## config.mk

```make
export PLATFORM = sky130hd
export DESIGN_NAME = mem_master
export DESIGN_NICKNAME = d
export VERILOG_FILES = /design/src/rtl/mem_pkg.sv /design/src/rtl/mem_master.sv
export SDC_FILE = /design/constraint.sdc
export NUM_CORES = 1
export LEC_CHECK = 0
export CORE_MARGIN = 3
export CORE_UTILIZATION = 40
export CTS_CLUSTER_SIZE = 24
export DETAILED_ROUTE_END_ITERATION = 8
export PLACE_DENSITY = 0.77
export SYNTH_ARGS = -nofsm -noshare
export SYNTH_HDL_FRONTEND = slang
export SYNTH_SLANG_ARGS = --single-unit
```

## constraint.sdc

```tcl
create_clock -name clk -period 2.3 [get_ports clk]
set_clock_uncertainty 0.1 [all_clocks]
set_input_delay 0.46 -clock clk [delete_from_list [all_inputs] [get_ports clk]]
set_output_delay 0.46 -clock clk [all_outputs]
set_load 0.03 [all_outputs]
```

## src/rtl/mem_pkg.sv

```systemverilog
// Shared definitions for the data-memory initiator.
//   mem_state_t  : FSM state encoding (IDLE, WRITE, READ, RESP)
//   MEM_ADDR_W   : default address width
//   MEM_DATA_W   : default data width
//   MAX_READ_LAT : largest supported read latency (fits the 3-bit counter)
package mem_pkg;

  typedef enum logic [1:0] {
    IDLE  = 2'd0,
    WRITE = 2'd1,
    READ  = 2'd2,
    RESP  = 2'd3
  } mem_state_t;

  localparam int unsigned MEM_ADDR_W   = 16;
  localparam int unsigned MEM_DATA_W   = 16;
  localparam int unsigned MAX_READ_LAT = 7;
  localparam int unsigned LAT_CNT_W    = 3;

endpackage

```

## src/rtl/mem_master.sv

```systemverilog
// mem_master: initiator side of the 16-bit data-memory port.
// Accepts one load/store at a time over a valid/ready request channel,
// drives memwrite/memread/address/writedata into Memory, samples readdata
// after READ_LAT cycles of memread and returns it on a buffered response.
//
// Ports
//   clk, rst_n                 clock (rising edge), async active-low reset
//   req_valid/req_ready        request handshake
//   req_write/addr/wdata       request fields (sampled only at accept)
//   rsp_valid/rsp_ready        load-response handshake
//   rsp_rdata                  load data, stable while rsp_valid
//   busy                       high whenever the FSM is not IDLE
//   memwrite/memread           memory strobes (mutually exclusive)
//   address/writedata          memory address / store data
//   readdata                   memory read data
module mem_master
  import mem_pkg::*;
#(
  parameter int unsigned ADDR_W   = MEM_ADDR_W,
  parameter int unsigned DATA_W   = MEM_DATA_W,
  parameter int unsigned READ_LAT = 1
) (
  input  logic              clk,
  input  logic              rst_n,
  input  logic              req_valid,
  output logic              req_ready,
  input  logic              req_write,
  input  logic [ADDR_W-1:0] req_addr,
  input  logic [DATA_W-1:0] req_wdata,
  output logic              rsp_valid,
  input  logic              rsp_ready,
  output logic [DATA_W-1:0] rsp_rdata,
  output logic              busy,
  output logic              memwrite,
  output logic              memread,
  output logic [ADDR_W-1:0] address,
  output logic [DATA_W-1:0] writedata,
  input  logic [DATA_W-1:0] readdata
);

  if (READ_LAT < 1 || READ_LAT > MAX_READ_LAT) begin : g_bad_read_lat
    $error("mem_master: READ_LAT=%0d outside 1..%0d", READ_LAT, MAX_READ_LAT);
  end

  localparam logic [LAT_CNT_W-1:0] LAT_LOAD = LAT_CNT_W'(READ_LAT - 1);

  mem_state_t           state_q;
  logic [LAT_CNT_W-1:0] cnt_q;
  logic [ADDR_W-1:0]    address_q;
  logic [DATA_W-1:0]    writedata_q;
  logic [DATA_W-1:0]    rsp_rdata_q;

  always_ff @(posedge clk or negedge rst_n) begin
    if (!rst_n) begin
      state_q     <= IDLE;
      cnt_q       <= '0;
      address_q   <= '0;
      writedata_q <= '0;
      rsp_rdata_q <= '0;
    end else begin
      case (state_q)
        IDLE: begin
          if (req_valid) begin
            address_q <= req_addr;
            if (req_write) begin
              writedata_q <= req_wdata;
              state_q     <= WRITE;
            end else begin
              cnt_q   <= LAT_LOAD;
              state_q <= READ;
            end
          end
        end
        WRITE: begin
          // writedata is only meaningful alongside memwrite
          writedata_q <= '0;
          state_q     <= IDLE;
        end
        READ: begin
          if (cnt_q == '0) begin
            rsp_rdata_q <= readdata;
            state_q     <= RESP;
          end else begin
            cnt_q <= cnt_q - LAT_CNT_W'(1);
          end
        end
        RESP: begin
          if (rsp_ready) state_q <= IDLE;
        end
        default: state_q <= IDLE;
      endcase
    end
  end

  // Strobes and handshake outputs decode the state register only, so reset
  // drops them immediately and no input reaches an output combinationally.
  assign req_ready = (state_q == IDLE);
  assign busy      = (state_q != IDLE);
  assign memwrite  = (state_q == WRITE);
  assign memread   = (state_q == READ);
  assign rsp_valid = (state_q == RESP);
  assign address   = address_q;
  assign writedata = writedata_q;
  assign rsp_rdata = rsp_rdata_q;

endmodule

```

==> metrics.txt <==
outcome=finished, final reports clean; Int Pwr=3.11 mW; Inst Count DP=331; #FFs+latches synth=53; GPL Wtd Cong=0.724; post-route clock period utilization=0.966; Pre-Repair DR Iteration Count=4; clock network power share=0.095; overall power=5.32 mW; Hold WS=0.00660 ns; Seq pwr share=0.313; combinational power share=0.591; # Post-CTS Setup Buffers=0; largest family of logic cells by synthesized area=multiplexers; GRT Resource Usage Total=0.164; Buffers on Ports=105; CP Cell Sequence=inv_1 > nor2_1 > clkdlybuf4s50_1; root buf cell=clkbuf_8; Peak Freq=450 MHz; Max-slew headroom=0.680; Max FO, Critical Path=9; # resized after CTS=1; instance area at placement=3420 µm²; switch share=0.415; Yosys warnings=0; area fraction in compound gates after synthesis=0.0999; final count of negative-setup-slack endpoints=0; Post-Synth Adder-Cell Area=0.0107; maximum VDD drop=0.000907 V; Switch Pwr=2.21 mW; worst skew pair latency=0.30 ns; min cycle time layout=2.22 ns; DR iter-0 viols=37; layout cell share with drive strength beyond 1=0.206; GRT overflow=0; Post-Syn Area=2340 µm²; Initial Utilization=0.420; first-pass GRT wire length=8.48 mm; count of cell types in the netlist=30; Req. time, crit path=1.74 ns; CP Launch Type=flop; Syn Area/Cell=14.5 µm²; Post-Synth Simple-Gate Area=0.0903; Critical Path Sink Type=output port; drt drc=0; Slew @ Worst Pin=0.481 ns; Post-DRT Antenna Nets=0; P_leak=1.58 nW; n_diodes=0; chip width=82.5 µm; Final Slew Violations=0; Synthesized Nets=216; Synth Instances=161; most common cell after layout, fill and taps aside=clkdlybuf4s50_1; mux share of post-synthesis cell area=0.186; CORE AREA=5570 µm²; pre-CTS setup slack=0.315 ns; Final Hold Viols=0; slowest CP cell=clkdlybuf4s50_1; num rows=27; wire length per cell=16.4 µm; max_cap viols=0; CTS Hold Bufs=0; vias in the first global route=1772; Ports=106; area grow syn2layout=49.9%; unrepaired setup endpoints after global routing=no; die height=82.5 µm; Worst Path Buf+Inv=2; largest net degree at the start of global routing=25; CTS buffer count=5; total vias in the final route=1710; Die ar.=6810 µm²; CTS tree=yes; final wirelength=5.57 mm; Finished Core Util=0.630; antenna violations before repair=0; cell family with most CP delay=buffers and inverters; Largest stage delay, worst path=0.68 ns; clock transition at the registers of the reported paths=0.09 ns; Worst Path Arrival=1.66 ns; most frequent cells in the layout=101 x clkdlybuf4s50_1, 52 x dfrtp_1, 20 x mux2_4, 16 x a221o_1, 15 x and3_1; Synth Area in XOR/XNOR=0; clk sinks=53; clock tree buffer depth=2; post-DP HPWL=4.12 mm; final worst slack=0.0780 ns; Final Non-Filler Cells=339; Crit Path Category=reg2out; fillers=437; Hold WC Path Type=in2async; vias per std cell=5.04; Seq/Total Area, Yosys=0.567; design area=3510 µm²; pwr dens=1520 nW/µm²; nets@finish=321; Sum Neg Setup Slack=0 ns; depth of the CTS H-tree=2
-- power groups by stage --
stage	registers [mW]	clock network (mW)	logic, mW
floorplan	2.45	0	1.19
global placement	1.66	0	3.13
detailed placement	1.67	0	3.17
CTS	1.67	0.528	3.17
global route	1.73	0.566	3.32
finish	1.67	0.506	3.15
-- cell usage after synthesis --
cell type  instances  area, µm²
nor2b_4            1       13.8
nand2_1            3       11.3
and2_1             2       12.5
nor2_4             2       22.5
a22o_1             3       26.3
buf_2              1       5.00
o21ai_0            1       5.00
ha_1               2       25.0
nand2_4            1       11.3
and2_4             1       8.76
a21oi_1            2       10.0
nor2b_1            1       6.26
o211a_1            1       10.0
buf_12             1       20.0
nand2_2            1       6.26
and2b_1            1       7.51
inv_1              5       18.8
mux2_2            12        135
o211ai_1           1       7.51
mux2_4            20        300
buf_4              2       15.0
clkbuf_1           3       11.3
buf_6              3       33.8
nor2_1             3       11.3
dfrtp_1           53       1330
and3_1            15       93.8
clkbuf_2           1       5.00
nand2b_1           1       6.26
a221o_1           16        160
o31ai_1            2       15.0
-- routing by layer --
layer,track usage,up-vias,part of all wire
li1,-,794,-
met1,0.213,827,0.45
met2,0.267,85,0.44
met3,0.0542,4,0.10
met4,0.0343,0,0.0041
met5,0,-,0
-- path summary, 6_finish.rpt --
path | cells past startpoint | to | startpoint | slack, ns
max in group asynchronous | 2 | rsp_rdata[9] | rst_n | 1.49
hold reg to reg | 1 | rsp_rdata[1] | rsp_rdata[1] | 0.41
setup / recovery | 3 | memwrite | state_q[0] | 0.08
min in group clk | 1 | rsp_rdata[1] | rsp_rdata[1] | 0.41
hold / removal | 1 | address[6] | rst_n | 0.007
setup reg to reg | 4 | rsp_rdata[5] | state_q[1] | 0.46
-- final cells by class --
type / count / area [µm²] / share of cell area
inverter: 5 / 18.8 / 0.00535
sequential: 53 / 1330 / 0.378
clock buffer: 5 / 68.8 / 0.0196
tap: 72 / 90.1 / 0.0257
clock inverter: 3 / 17.5 / 0.00499
timing repair buffer: 109 / 1080 / 0.308
multi-input combinational: 92 / 906 / 0.258
-- state kept, by name, indices dropped and copies added (netlist names) --
register	cells
address	16
rsp_rdata	16
writedata	16
cnt_q	3
state_q	2
-- logic make-up (layout without fill, tap and decap cells) --
kind of cell    count (synthesis)  in the layout
compound gates                 26             26
flops                          53             53
simple gates                   32             32
mux                            32             32
fa+ha+maj                       2              2
buf+inv                        16            122
Note: power is estimated with default switching activity, not from simulation.
